## config.mk

```make
export PLATFORM = sky130hd
export DESIGN_NAME = pacman_motion
export DESIGN_NICKNAME = d
export VERILOG_FILES = /design/src/rtl/pacman_pkg.sv /design/src/rtl/frame_tick_gen.sv /design/src/rtl/pacman_motion.sv
export SDC_FILE = /design/constraint.sdc
export NUM_CORES = 1
export LEC_CHECK = 0
export BUFFER_PORTS_ARGS = -buffer_cell sky130_fd_sc_hd__clkbuf_2
export CORE_MARGIN = 8
export CORE_UTILIZATION = 54
export DETAILED_ROUTE_END_ITERATION = 10
export PLACE_DENSITY = 0.77
export RECOVER_POWER = 50
export SYNTH_ARGS = -nofsm -noshare
export SYNTH_HDL_FRONTEND = slang
export SYNTH_SLANG_ARGS = --single-unit
```

## constraint.sdc

```tcl
create_clock -name Clk -period 3.7 [get_ports Clk]
set_clock_uncertainty 0.15 [all_clocks]
set_input_delay 0.74 -clock Clk [delete_from_list [all_inputs] [get_ports Clk]]
set_output_delay 0.74 -clock Clk [all_outputs]
set_load 0.01 [all_outputs]
```

## src/rtl/pacman_pkg.sv

```systemverilog
// Shared types and constants for the Pac-Man motion, pellet and ghost stages.
// Directions follow the cur_dir encoding: 0 up, 1 right, 2 down, 3 left.
package pacman_pkg;

  typedef enum logic [1:0] {
    DIR_UP    = 2'd0,
    DIR_RIGHT = 2'd1,
    DIR_DOWN  = 2'd2,
    DIR_LEFT  = 2'd3
  } dir_t;

  typedef struct packed {
    logic       ok;
    logic [5:0] tx;
    logic [4:0] ty;
  } tile_ref_t;

  localparam int TILE_SHIFT = 4;

  localparam logic [7:0] KEY_W = 8'h1A;
  localparam logic [7:0] KEY_A = 8'h04;
  localparam logic [7:0] KEY_S = 8'h16;
  localparam logic [7:0] KEY_D = 8'h07;

  function automatic dir_t opposite(input dir_t d);
    dir_t r;
    case (d)
      DIR_UP:    r = DIR_DOWN;
      DIR_RIGHT: r = DIR_LEFT;
      DIR_DOWN:  r = DIR_UP;
      default:   r = DIR_RIGHT;
    endcase
    return r;
  endfunction

endpackage

```

## src/rtl/frame_tick_gen.sv

```systemverilog
// Brings the VGA vsync into the Clk domain and turns each rising edge into a
// single-cycle frame_tick pulse.
module frame_tick_gen (
  input  logic Clk,
  input  logic Reset,
  input  logic frame_clk,
  output logic frame_tick
);

  logic sync1_q, sync1_d;
  logic sync2_q, sync2_d;
  logic prev_q, prev_d;

  always_comb begin
    sync1_d = frame_clk;
    sync2_d = sync1_q;
    prev_d  = sync2_q;
  end

  always_ff @(posedge Clk) begin
    if (Reset) begin
      sync1_q <= 1'b0;
      sync2_q <= 1'b0;
      prev_q  <= 1'b0;
    end else begin
      sync1_q <= sync1_d;
      sync2_q <= sync2_d;
      prev_q  <= prev_d;
    end
  end

  assign frame_tick = sync2_q & ~prev_q;

endmodule

```

## src/rtl/pacman_motion.sv

```systemverilog
// Per-frame Pac-Man movement: turn/forward wall checks through a one-cycle
// query port, position update, and an eat strobe on each tile arrival.
module pacman_motion
  import pacman_pkg::*;
#(
  parameter int START_TX  = 19,
  parameter int START_TY  = 23,
  parameter int TILE_COLS = 40,
  parameter int TILE_ROWS = 30,
  parameter int STEP      = 1
) (
  input  logic       Clk,
  input  logic       Reset,
  input  logic       frame_clk,
  input  logic [7:0] keycode,
  output logic [5:0] query_tx,
  output logic [4:0] query_ty,
  input  logic       query_is_wall,
  output logic [9:0] pacman_x,
  output logic [9:0] pacman_y,
  output logic [1:0] cur_dir,
  output logic       moving,
  output logic       eat_valid,
  output logic [5:0] eat_tx,
  output logic [4:0] eat_ty
);

  typedef enum logic [2:0] {
    S_IDLE,
    S_TURN_Q,
    S_TURN_W,
    S_FWD_Q,
    S_FWD_W,
    S_MOVE
  } state_t;

  localparam logic [9:0] START_X = 10'(START_TX * 16);
  localparam logic [9:0] START_Y = 10'(START_TY * 16);
  localparam logic [9:0] STEP_PX = 10'(STEP);

  state_t     state_q, state_d;
  logic [9:0] pos_x_q, pos_x_d;
  logic [9:0] pos_y_q, pos_y_d;
  dir_t       cur_dir_q, cur_dir_d;
  logic       moving_q, moving_d;
  logic       eat_valid_q, eat_valid_d;
  logic [5:0] eat_tx_q, eat_tx_d;
  logic [4:0] eat_ty_q, eat_ty_d;
  logic [5:0] query_tx_q, query_tx_d;
  logic [4:0] query_ty_q, query_ty_d;
  dir_t       req_dir_q, req_dir_d;
  logic       req_dir_valid_q, req_dir_valid_d;
  dir_t       frame_req_q, frame_req_d;
  logic       frame_req_valid_q, frame_req_valid_d;

  logic       frame_tick;
  logic       aligned;
  logic [5:0] tile_x;
  logic [4:0] tile_y;
  tile_ref_t  turn_nb;
  tile_ref_t  fwd_nb;
  logic [9:0] next_x;
  logic [9:0] next_y;

  frame_tick_gen u_frame_tick_gen (
    .Clk        (Clk),
    .Reset      (Reset),
    .frame_clk  (frame_clk),
    .frame_tick (frame_tick)
  );

  // Off-grid neighbours come back with ok = 0 so the FSM treats them as walls.
  function automatic tile_ref_t neighbour(input dir_t d, input logic [5:0] tx,
                                          input logic [4:0] ty);
    tile_ref_t r;
    r.ok = 1'b1;
    r.tx = tx;
    r.ty = ty;
    case (d)
      DIR_UP:    if (ty == 5'd0) r.ok = 1'b0; else r.ty = ty - 5'd1;
      DIR_RIGHT: if (int'(tx) >= TILE_COLS - 1) r.ok = 1'b0; else r.tx = tx + 6'd1;
      DIR_DOWN:  if (int'(ty) >= TILE_ROWS - 1) r.ok = 1'b0; else r.ty = ty + 5'd1;
      default:   if (tx == 6'd0) r.ok = 1'b0; else r.tx = tx - 6'd1;
    endcase
    return r;
  endfunction

  assign aligned = (pos_x_q[3:0] == 4'd0) && (pos_y_q[3:0] == 4'd0);
  assign tile_x  = 6'(pos_x_q >> TILE_SHIFT);
  assign tile_y  = 5'(pos_y_q >> TILE_SHIFT);
  assign turn_nb = neighbour(frame_req_q, tile_x, tile_y);
  assign fwd_nb  = neighbour(cur_dir_q, tile_x, tile_y);

  // The request is snapshotted on frame_tick so a key landing mid-frame
  // only takes effect from the following frame.
  always_comb begin
    state_d           = state_q;
    pos_x_d           = pos_x_q;
    pos_y_d           = pos_y_q;
    cur_dir_d         = cur_dir_q;
    moving_d          = moving_q;
    eat_valid_d       = 1'b0;
    eat_tx_d          = eat_tx_q;
    eat_ty_d          = eat_ty_q;
    query_tx_d        = query_tx_q;
    query_ty_d        = query_ty_q;
    req_dir_d         = req_dir_q;
    req_dir_valid_d   = req_dir_valid_q;
    frame_req_d       = frame_req_q;
    frame_req_valid_d = frame_req_valid_q;
    next_x            = pos_x_q;
    next_y            = pos_y_q;

    case (keycode)
      KEY_W:   begin req_dir_d = DIR_UP;    req_dir_valid_d = 1'b1; end
      KEY_D:   begin req_dir_d = DIR_RIGHT; req_dir_valid_d = 1'b1; end
      KEY_S:   begin req_dir_d = DIR_DOWN;  req_dir_valid_d = 1'b1; end
      KEY_A:   begin req_dir_d = DIR_LEFT;  req_dir_valid_d = 1'b1; end
      default: ;
    endcase

    case (state_q)
      S_IDLE: begin
        if (frame_tick) begin
          frame_req_d       = req_dir_q;
          frame_req_valid_d = req_dir_valid_q;
          if (aligned) begin
            state_d = S_TURN_Q;
          end else begin
            if (req_dir_valid_q && (req_dir_q == opposite(cur_dir_q))) begin
              cur_dir_d = req_dir_q;
            end
            state_d = S_MOVE;
          end
        end
      end
      S_TURN_Q: begin
        if (frame_req_valid_q && (frame_req_q != cur_dir_q) && turn_nb.ok) begin
          query_tx_d = turn_nb.tx;
          query_ty_d = turn_nb.ty;
          state_d    = S_TURN_W;
        end else begin
          state_d = S_FWD_Q;
        end
      end
      S_TURN_W: begin
        if (!query_is_wall) begin
          cur_dir_d = frame_req_q;
          moving_d  = 1'b1;
        end
        state_d = S_FWD_Q;
      end
      S_FWD_Q: begin
        if (fwd_nb.ok) begin
          query_tx_d = fwd_nb.tx;
          query_ty_d = fwd_nb.ty;
          state_d    = S_FWD_W;
        end else begin
          moving_d = 1'b0;
          state_d  = S_IDLE;
        end
      end
      S_FWD_W: begin
        moving_d = !query_is_wall;
        state_d  = query_is_wall ? S_IDLE : S_MOVE;
      end
      S_MOVE: begin
        if (moving_q) begin
          case (cur_dir_q)
            DIR_UP:    next_y = pos_y_q - STEP_PX;
            DIR_RIGHT: next_x = pos_x_q + STEP_PX;
            DIR_DOWN:  next_y = pos_y_q + STEP_PX;
            default:   next_x = pos_x_q - STEP_PX;
          endcase
          pos_x_d = next_x;
          pos_y_d = next_y;
          if ((next_x[3:0] == 4'd0) && (next_y[3:0] == 4'd0)) begin
            eat_valid_d = 1'b1;
            eat_tx_d    = 6'(next_x >> TILE_SHIFT);
            eat_ty_d    = 5'(next_y >> TILE_SHIFT);
          end
        end
        state_d = S_IDLE;
      end
      default: state_d = S_IDLE;
    endcase
  end

  always_ff @(posedge Clk) begin
    if (Reset) begin
      state_q           <= S_IDLE;
      pos_x_q           <= START_X;
      pos_y_q           <= START_Y;
      cur_dir_q         <= DIR_LEFT;
      moving_q          <= 1'b0;
      eat_valid_q       <= 1'b0;
      eat_tx_q          <= 6'd0;
      eat_ty_q          <= 5'd0;
      query_tx_q        <= 6'd0;
      query_ty_q        <= 5'd0;
      req_dir_q         <= DIR_LEFT;
      req_dir_valid_q   <= 1'b0;
      frame_req_q       <= DIR_LEFT;
      frame_req_valid_q <= 1'b0;
    end else begin
      state_q           <= state_d;
      pos_x_q           <= pos_x_d;
      pos_y_q           <= pos_y_d;
      cur_dir_q         <= cur_dir_d;
      moving_q          <= moving_d;
      eat_valid_q       <= eat_valid_d;
      eat_tx_q          <= eat_tx_d;
      eat_ty_q          <= eat_ty_d;
      query_tx_q        <= query_tx_d;
      query_ty_q        <= query_ty_d;
      req_dir_q         <= req_dir_d;
      req_dir_valid_q   <= req_dir_valid_d;
      frame_req_q       <= frame_req_d;
      frame_req_valid_q <= frame_req_valid_d;
    end
  end

  // The query port is presented combinationally so the wall RAM's registered
  // read lands in the immediately following wait state.
  assign query_tx  = query_tx_d;
  assign query_ty  = query_ty_d;
  assign pacman_x  = pos_x_q;
  assign pacman_y  = pos_y_q;
  assign cur_dir   = cur_dir_q;
  assign moving    = moving_q;
  assign eat_valid = eat_valid_q;
  assign eat_tx    = eat_tx_q;
  assign eat_ty    = eat_ty_q;

endmodule

```

## Yosys cells after proc, flatten, opt, wreduce, memory -nomap -nowiden

Index checks and enable logic that the tools add are counted.

- Flip-flop bits (word level): 58
- Input port bits: 12
- Output and inout bits: 46
- Logic and storage cells: 127

- $add $sub $neg: 8
- Order comparisons: 2
- Equality and inequality tests: 21
- Mux-type cells: 46
- Bitwise logic cells: 4
- Reduce and logical (&&, ||, !) cells: 28

Operator list:

| operator | number |
|---|---|
| $mux W10 | 4 |
| $pmux W10 S2 | 2 |
| $pmux W6 S2 | 3 |
| $pmux W5 S2 | 3 |
| $mux W6 | 4 |
| $add A10 B1 Y10 const B | 2 |
| $mux W5 | 4 |
| $sub A10 B1 Y10 const B | 2 |
| $eq A8 B3 Y1 const B | 2 |
| $eq A8 B5 Y1 const B | 2 |
| $logic_not A4 Y1 | 4 |
| $pmux W3 S5 | 1 |
| $mux W2 | 7 |
| $mux W3 | 4 |
| $ne A2 B2 Y1 const B | 5 |
| $pmux W1 S3 | 3 |
| $reduce_and A3 Y1 | 3 |
| $mux W1 | 8 |
| $pmux W2 S4 | 1 |
| $add A6 B1 Y6 const B | 1 |
| $eq A3 B2 Y1 const B | 2 |
| $eq A3 B3 Y1 const B | 2 |
| $ge A6 B6 Y1 const B | 1 |
| $logic_not A6 Y1 | 1 |
| 27 further kinds | 38 |

## Longest topological paths before layout

Gate-level depths: netlist (run 1).

- Depth in word-level cells: 11
- Depth in mapped cells: 12
- Mapped depth without buffers: 9

## Cells and area by module

From an unflattened synthesis (run 1), not the netlist that was laid out.

- Cell total of the unflattened synthesis: 585
- Area, all modules: 4554.4 um2

Modules (own cells, without submodules):

| module | times used | cells an instance | area an instance (um2) | sequential area each (um2) |
|---|---|---|---|---|
| pacman_motion | 1 | 578 | 4466.8 | 1101.1 |
| frame_tick_gen | 1 | 7 | 87.6 | 60.1 |

## Worst setup path before layout (run 1)

OpenSTA, ideal clock, no wires.

- Path kind: reg-to-output
- From: reg pos_x_q[4] (netlist: pacman_x[4])
- To: out query_ty[4]
- Data arrival time: 2.487 ns
- Required time: 2.810 ns
- Setup slack: 0.323 ns
- Stages on the path, launching flop included: 10
- Buffers on the path: 1
- Path through: dfxtp_1 clkbuf_1 inv_1 ha_1 or2b_2 nor2_1 mux4_2 or2_1 or3_4 nand2_1

- Word-level cells in the longest chain between the ends: 6
- Elaborated cells between the ends (all ways): 10
- Those cells by class: order compare: 1; mux: 7; reduce/logical: 2

RTL lines:

| element | line | text |
|---|---|---|
| from (decl) | pacman_motion.sv:42 | `logic [9:0] pos_x_q, pos_x_d;` |
| from (signal assigned) | pacman_motion.sv:207 | `pos_x_q <= pos_x_d;` |
| $ge A6 B6 Y1 or $logic_not A6 Y1 (tied branches) | pacman_motion.sv:81, pacman_motion.sv:83 |  |
| $mux W1, on equally long branches | pacman_motion.sv:81, pacman_motion.sv:83 |  |
| $pmux W1 S3 | pacman_motion.sv:79 | `case (d)` |
| $logic_and A1 B1 Y1 | pacman_motion.sv:138 | `if (frame_req_valid_q && (frame_req_q != cur_dir_q) && turn_nb.ok) begin` |
| $mux W5 | pacman_motion.sv:138 |  |
| $pmux W5 S2 * | pacman_motion.sv:122 | `case (state_q)` |
| to (decl) | pacman_motion.sv:17 | `output logic [4:0] query_ty,` |

Every way passes the cells marked *; elsewhere a longest branch is shown, timed or not.

## Worst setup path after layout (run 1)

- From: reg pos_y_q[5] (netlist: pacman_y[5])
- To: out query_ty[4]

- Word-level cells in the longest chain between the ends: 6
- Elaborated cells between the ends (all ways): 16
- Those cells by class: add/sub: 2; order compare: 1; mux: 11; reduce/logical: 2

RTL lines:

| element | line | text |
|---|---|---|
| from (decl) | pacman_motion.sv:43 | `logic [9:0] pos_y_q, pos_y_d;` |
| from (signal assigned) | pacman_motion.sv:208 | `pos_y_q <= pos_y_d;` |
| $ge A5 B5 Y1 or $logic_not A5 Y1 (tied branches) | pacman_motion.sv:82, pacman_motion.sv:80 |  |
| $mux W1, on equally long branches | pacman_motion.sv:82, pacman_motion.sv:80 |  |
| $pmux W1 S3 | pacman_motion.sv:79 |  |
| $logic_and A1 B1 Y1 | pacman_motion.sv:138 |  |
| $mux W5 | pacman_motion.sv:138 |  |
| $pmux W5 S2 * | pacman_motion.sv:122 |  |

Marks and branches as above.

==> results.ini, run 1 <==
[status]
status=finished with violations
violations=max-capacitance violations, max-slew violations

[synthesis]
synthArstFlopShare_pct=0
syn_nets=652
synth_seq_cells=58
synth.distinct_cells=87
syn_inst=616
seq_area_frac_synth_pct=24.23
syn_area_um2=4792
ys.flop_type=dfxtp_1
syn_avg_cell_area_um2=7.779
ys_warn_count=0
synth_edf_count=0

[die]
die_w_um=110.2
ios=58
start_util_pct=55.22
die_h_um=110.2
placementRows=34
dieArea_um2=12150
design.core.area_um2=8678

[detailed_routing]
drt_wl_total_mm=14.28
viasPerCell=6.365
vias=4939
drc=0
wl_per_cell_um=18.41
initialDrtViolationCount=373
dr.pass1.iters=5
antenna_left=0

[layout]
final_common_cell=nor2_1
area_growth_pct=11.78
nFillCells=812
fin_cells=776
nNetsFinal=699
antenna_cells=0
final_cell_mix=nor2_1 (65), dfxtp_1 (53), nand2_1 (44)
drive_gt1_share_pct=15.57

[timing]
setup_tns_ns=0
drv_slew=37
setup_viol=0
hold_viol_final=0
relSlewSlack_pct=-2.961
period_needed_ns=3.651
fin_crit_sh_pct=98.68
rsz0062_at_grt=yes
clock.fmax_mhz=273.9
worst_pin_slew_ns=1.544
timing.final.ws_setup_ns=0.04881

[global_route]
grt_max_degree=37
grt_pass1_vias=4695
grt_usage_pct=23.46
grt_overflow=0
grt_antenna_before_repair=0
grt_pass1_wl_mm=23.00

[run]
drv_cap=1

[critical_path]
r2r_slack_ns=0.33
path_max_fanout=5
cp.arrival_ns=2.76
slowest_delay_ns=0.54
cp_slowest_cell=mux4_2
critPathRequiredTime_ns=2.81
end_kind=primary output
crit_type=reg -> out
critPathLaunchType=flip-flop
path_cells=inv_1, ha_1, nor3_4, nor2_2, mux4_2, or2_4, or3_4, nand2_1, clkbuf_2
cp.buffers_inverters=2
path_delay_family=simple AND/OR/NAND/NOR gates

[placed_design]
post-dp-hpwl_mm=10.50
dp.cells=759
gp_congestion=0.9503
numPortBuffers=57
post-place-ws_ns=0.2361

[clock_tree]
ctsHoldBuffers=0
cts_num_sinks=58
numCtsBuffers=9
path_clk_slew_ns=0.07
insertion_delay_ns=0.34
cts_tree=yes
cts-root-buf=clkbuf_8
cts_max_path_buffers=2
cts-htree-levels=3

[pwr]
ir_drop_mv=0.1888
powerDensity_nw_per_um2=334.6
leakage_nw=2.143

[min_path]
hp-class=reg -> reg

==> logic make-up after synthesis <==
kind of cell             Yosys count  synth area share [%]
AO/OA/AOI/OAI                    197                 29.95
XOR/XNOR                          26                 4.752
buffers and inverters             70                 6.841
multiplexers                      12                 2.898
AND/OR/NAND/NOR                  229                 24.75
flip-flops                        58                 24.23
adder cells (fa/ha/maj)           24                 6.580
==> sequential cells by signal, summed over array words and instances, names as in the netlist, 2 cells and up <==
signal / flops
req_dir_q: 2
eat_ty: 5
state_q: 3
cur_dir: 2
eat_tx: 6
pacman_y: 10
query_ty_q: 5
query_tx_q: 6
pacman_x: 10
frame_req_q: 2
==> final cells by class <==
cell class / count / area (um^2) / area share, %
flip-flops and latches: 58 / 1172 / 21.89
clock buffers: 14 / 162.7 / 3.037
multi-input cells: 488 / 3331 / 62.18
repair buffers: 79 / 419.2 / 7.825
inverters: 27 / 101.3 / 1.892
well taps: 108 / 135.1 / 2.523
clock inverters: 2 / 35.03 / 0.6541
==> Yosys cell counts, types with 16 or more instances <==
library cell / number / area [um^2]
a211oi_1: 22 / 165.2
a21oi_1: 35 / 175.2
clkbuf_1: 27 / 101.4
dfxtp_1: 58 / 1161
ha_1: 22 / 275.3
inv_1: 27 / 101.4
nand2_1: 44 / 165.2
nor2_1: 66 / 247.7
nor2b_1: 16 / 100.1
nor3_1: 24 / 120.1
o21ai_0: 29 / 145.1
xnor2_1: 16 / 140.1
==> power breakdown <==
part	internal, W	leakage (nW)	total [W]	switching [W]
clock network	0.000348	0.101	0.000617	0.000269
logic	0.000200	1.57	0.000491	0.000291
registers	0.000642	0.467	0.000684	0.0000415
==> final timing paths <==
path | start | end | cells past startpoint
worst max-delay path | pacman_y[5] | query_ty[4] | 9
worst min-delay path | u_frame_tick_gen.sync1_q | u_frame_tick_gen.prev_d | 1
worst max register to register | cur_dir[0] | eat_tx[4] | 9
worst min register to register | u_frame_tick_gen.sync1_q | u_frame_tick_gen.prev_d | 1
==> layer usage <==
| metal | wire length (um) | global-route usage [%] | share of wire [%] | up-vias |
|---|---|---|---|---|
| li1 | - | - | - | 2390 |
| met1 | 6167 | 29.96 | 43 | 2303 |
| met2 | 6669 | 37.84 | 47 | 209 |
| met3 | 963 | 3.953 | 6.7 | 37 |
| met4 | 484 | 10.85 | 3.4 | 0 |
| met5 | 0 | 0 | 0 | - |
==> through the flow <==
stage	instance area, um^2	total power, W	hold WS, ns	util [%]
floorplan	4792	0.001053	0.2638	-
global placement	5149	0.001168	0.2743	59.33
detailed placement	5149	0.001178	0.2909	59.33
CTS	5349	0.001790	0.2947	61.63
global route	5356	0.001872	0.3095	61.72
finish	5356	0.001792	0.2989	61.72
==> repair_timing <==
action / 4_1_cts / 5_1_grt
endpoints found under the setup margin: 6 / 11
pin swaps: 0 / 1
buffers inserted: 0 / 1
endpoints found under the hold margin: 0 / 0
resized for setup: 2 / 13
Note: power is estimated with default switching activity, not from simulation.
==> run 2: changes to the inputs <==
ABC_AREA = 1   (was not set)
CORE_UTILIZATION = 60   (was 54)
PLACE_DENSITY = 0.84   (was 0.77)
==> results.ini, run 2 <==
[status]
status=complete, no violations

[critical_path]
critPathRequiredTime_ns=2.81
setup.worst_path.end=query_tx[3]
worstSetupStartpoint=pacman_x[4]
end_kind=primary output
r2r_cells=11
regToRegStartpoint=cur_dir[0]
r2r_slack_ns=0.71
path_max_fanout=9
r2r_end=eat_tx[4]
cp.arrival_ns=2.56
crit_type=reg -> out
critPathLaunchType=flip-flop

[layout]
drive_gt1_share_pct=11.12
nNetsFinal=885
final_cell_mix=nand2_1 (215), inv_1 (95), nand3_1 (94)
final_common_cell=nand2_1
antenna_cells=0
area_growth_pct=10.69

[timing]
setup_viol=0
fin_crit_sh_pct=93.19
setup_tns_ns=0
rsz0062_at_grt=no
timing.final.ws_setup_ns=0.2521
hold_viol_final=0
worst_pin_slew_ns=1.406
drv_slew=0
relSlewSlack_pct=6.260
clock.fmax_mhz=290.0
period_needed_ns=3.448

[die]
design.core.area_um2=7767
placementRows=32
die_w_um=105.8
start_util_pct=62.36
dieArea_um2=11200
ios=58
die_h_um=105.8

[synthesis]
synthTopCellsByCount=nand2_1 (215), inv_1 (96), nand3_1 (94), nor2_1 (86), dfxtp_1 (58)
syn_nets=831
ys_warn_count=0
syn_area_um2=4843
synth.distinct_cells=39
syn_avg_cell_area_um2=6.092
yosys.area.top_type=dfxtp_1
yosys.cell_count.top_type=nand2_1
synth_seq_cells=58
ys.flop_type=dfxtp_1
synth_edf_count=0
netlist.area_leader.share_pct=23.97
synthArstFlopShare_pct=0
post_synth_main_area_contributors=dfxtp_1 (24%), nand2_1 (17%), nand3_1 (9.7%), inv_1 (7.4%), nor2_1 (6.7%)
seq_area_frac_synth_pct=23.97
syn_inst=795

[min_path]
hp-class=reg -> reg
hold_depth=2

[detailed_routing]
dr.pass1.iters=5
wl_per_cell_um=15.07
drc=0
drt_wl_total_mm=14.40
initialDrtViolationCount=462
viasPerCell=5.671
vias=5421
antenna_left=0

[clock_tree]
cts-htree-levels=3
insertion_delay_ns=0.35
cts-root-buf=clkbuf_8
numCtsBuffers=9
cts_tree=yes
cts_num_sinks=58
ctsHoldBuffers=0
cts_max_path_buffers=2
path_clk_slew_ns=0.07

[pwr]
p_total_w=0.001447
ir_drop_mv=0.2065
powerDensity_nw_per_um2=270.0
leakage_nw=2.687

[global_route]
grt_pass1_wl_mm=24.02
grt_max_degree=34
grt_antenna_before_repair=0
grt_usage_pct=25.77
grt_overflow=0
grt_pass1_vias=5257

[run]
drv_cap=0

[placed_design]
gp_congestion=0.9782
post-dp-hpwl_mm=10.68
numPortBuffers=57
post-place-ws_ns=0.6381

run 2: stage by stage:
stage	hold WS, ns	util (%)	area, um^2	instances
detailed placement	0.2713	66.62	5175	936
CTS	0.2821	69.15	5371	952
floorplan	0.2383	-	4843	795
global route	0.3041	69.02	5361	956
global placement	0.2457	66.62	5175	936
finish	0.2747	69.02	5361	956
run 2: worst min path at each step:
stage                     slack, ns                      end                     start
after CTS                      0.28  u_frame_tick_gen.prev_d  u_frame_tick_gen.sync1_q
after detailed placement       0.27  u_frame_tick_gen.prev_d  u_frame_tick_gen.sync1_q
final                          0.27  u_frame_tick_gen.prev_d  u_frame_tick_gen.sync1_q
after global routing           0.30  u_frame_tick_gen.prev_d  u_frame_tick_gen.sync1_q
after floorplan                0.24  u_frame_tick_gen.prev_d  u_frame_tick_gen.sync1_q
after global placement         0.25  u_frame_tick_gen.prev_d  u_frame_tick_gen.sync1_q
run 2: layout make-up:
cell class                 count  area [um^2]
multi-input combinational    604         3141
clock inverter                 4        51.30
sequential                    58         1161
clock buffer                  12        145.1
fill                         738         2406
timing repair buffer          72        341.6
inverter                     104        394.1
tap                          102        127.6
run 2: routing by layer:
layer	vias up	GRT usage (%)	routed length, um
li1	2692	-	-
met1	2484	30.77	6165
met2	190	42.98	6851
met3	55	4.811	838
met4	0	13.47	548
met5	-	0	0
run 2: worst max-delay path, stage by stage, from the launching register on:
cell,delay [ns]
dfxtp_1,0.56
clkinvlp_4,0.25
ha_1,0.28
nand3_2,0.17
nor2_1,0.08
nor2_2,0.15
nand2_4,0.10
nand2_2,0.11
nand2_4,0.10
nand2_1,0.07
nand2_1,0.04
nor2_1,0.12
inv_1,0.05
clkbuf_2,0.12
run 2: power by group:
group	internal (W)	switching, W
logic	0.0000629	0.000130
registers	0.000637	0.0000121
clock network	0.000330	0.000276
run 2: cell families (layout without fill, tap and decap cells):
family,Yosys count,in the layout,synth area share (%)
xor+xnor,15,15,2.713
simple gates,454,454,42.16
buf+inv,133,192,11.44
flops,58,58,23.97
fa+ha+maj,24,24,6.510
compound gates,111,111,13.20
run 2: timing repair:
action | 4_1_cts | 5_1_grt
endpoints found under the setup margin | 0 | 2
gates resized for setup | 0 | 3
setup buffers | 0 | 4
==> run 3: changes to the inputs <==
CTS_CLUSTER_DIAMETER = 50   (was not set)
MAX_ROUTING_LAYER = met4   (was not set)
SKIP_CTS_REPAIR_TIMING = 1   (was not set)
==> results.ini, run 3 (synthesis gave the netlist of run 2 again) <==
[global_route]
grt_pass1_vias=5247
grt_pass1_wl_mm=24.27
grt_overflow=0
grt_usage_pct=26.69
grt_antenna_before_repair=0
grt_max_degree=34

[critical_path]
r2r_cells=12
end_kind=primary output
r2r_slack_ns=0.55
path_max_fanout=12
regToRegStartpoint=cur_dir[0]
setup.worst_path.end=query_tx[3]
cp.arrival_ns=2.60
r2r_end=eat_ty[3]
critPathRequiredTime_ns=2.81
crit_type=reg -> out
critPathLaunchType=flip-flop
worstSetupStartpoint=pacman_x[4]

[detailed_routing]
viasPerCell=5.754
wl_per_cell_um=15.37
antenna_left=0
drt_wl_total_mm=14.65
dr.pass1.iters=5
vias=5484
drc=0
initialDrtViolationCount=361

[timing]
drv_slew=0
timing.final.ws_setup_ns=0.2149
fin_crit_sh_pct=94.19
clock.fmax_mhz=286.9
hold_viol_final=0
setup_tns_ns=0
worst_pin_slew_ns=1.388
period_needed_ns=3.485
relSlewSlack_pct=7.447
setup_viol=0
rsz0062_at_grt=yes

[clock_tree]
cts_max_path_buffers=2
path_clk_slew_ns=0.07
cts_num_sinks=58
numCtsBuffers=9
cts-htree-levels=3
cts_tree=yes
cts-root-buf=clkbuf_8
insertion_delay_ns=0.34

[die]
die_w_um=105.8
design.core.area_um2=7767
start_util_pct=62.36
placementRows=32
dieArea_um2=11200
die_h_um=105.8
ios=58

[placed_design]
post_dp_cell_area_um2=5182
numPortBuffers=57
gp_congestion=0.9841
post-dp-hpwl_mm=10.95
dp.cells=937
post-place-ws_ns=0.6221

[layout]
nNetsFinal=882
antenna_cells=0
final_area_um2=5354
area_growth_pct=10.54
final_cell_mix=nand2_1 (215), inv_1 (96), nand3_1 (94)
drive_gt1_share_pct=11.28
fin_cells=953
final_common_cell=nand2_1
nFillCells=736

[pwr]
ir_drop_mv=0.2132
p_total_w=0.001526
powerDensity_nw_per_um2=285.0
leakage_nw=2.699

[run]
drv_cap=0

[min_path]
hp-class=reg -> reg
hold_depth=2

[status]
status=complete, no violations

[run 3: cell types whose count changed in the layout (fill, tap and decap cells not counted)]
cell,change
clkbuf_1,-5
buf_4,-4
clkbuf_2,+4
bufinv_16,+1
clkinv_4,-1
inv_1,+1
inv_6,+1
nor2_2,+1
nor2_4,-1
o21bai_2,+1
o21bai_4,-1
[run 3: stage by stage]
step | utilization, % | hold slack (ns)
after floorplan | - | 0.2383
after global placement | 66.72 | 0.2467
after detailed placement | 66.72 | 0.2482
after CTS | 69.64 | 0.2651
after global routing | 68.93 | 0.2878
final | 68.93 | 0.2640
[run 3: layout make-up]
| cell class | count | area, um^2 | area share, % |
|---|---|---|---|
| Clock buffer | 10 | 137.6 | 2.571 |
| Clock inverter | 6 | 88.84 | 1.659 |
| Inverter | 104 | 390.4 | 7.291 |
| Multi-Input combinational cell | 604 | 3128 | 58.42 |
| Sequential cell | 58 | 1161 | 21.69 |
| Tap cell | 102 | 127.6 | 2.384 |
| Timing Repair Buffer | 69 | 320.3 | 5.983 |
[run 3: worst min path at each step]
stage	startpoint	end	slack (ns)
floorplan	u_frame_tick_gen.sync1_q	u_frame_tick_gen.prev_d	0.24
global placement	u_frame_tick_gen.sync1_q	u_frame_tick_gen.prev_d	0.25
detailed placement	u_frame_tick_gen.sync1_q	u_frame_tick_gen.prev_d	0.25
CTS	u_frame_tick_gen.sync1_q	u_frame_tick_gen.prev_d	0.27
global route	u_frame_tick_gen.sync1_q	u_frame_tick_gen.prev_d	0.29
finish	u_frame_tick_gen.sync1_q	u_frame_tick_gen.prev_d	0.26
[run 3: where the power goes]
part	switching (W)	internal [W]	leakage (nW)	total [W]
Clock	0.000285	0.000399	0.109	0.000684
Combinational	0.000130	0.0000628	2.12	0.000193
Sequential	0.0000122	0.000636	0.469	0.000649
Total	0.000428	0.00110	2.70	0.00153
[run 3: worst max-delay path, stage by stage, from the launching register on]
cell      delay [ns]
dfxtp_1         0.53
inv_1           0.28
ha_1            0.32
nand3_2         0.18
nor2_1          0.10
nor2_2          0.16
nand2_4         0.10
nand2_2         0.10
nand2_4         0.09
nand2_1         0.07
nand2_1         0.05
nor2_1          0.11
inv_1           0.05
clkbuf_2        0.12
[run 3: per-layer routing]
layer | share of wire (%) | global-route usage (%) | vias up
met5 | 0 | - | -
met4 | 2.2 | 9.246 | 0
met3 | 7.3 | 4.629 | 32
met2 | 49 | 45.44 | 272
met1 | 41 | 30.86 | 2495
li1 | - | - | 2685
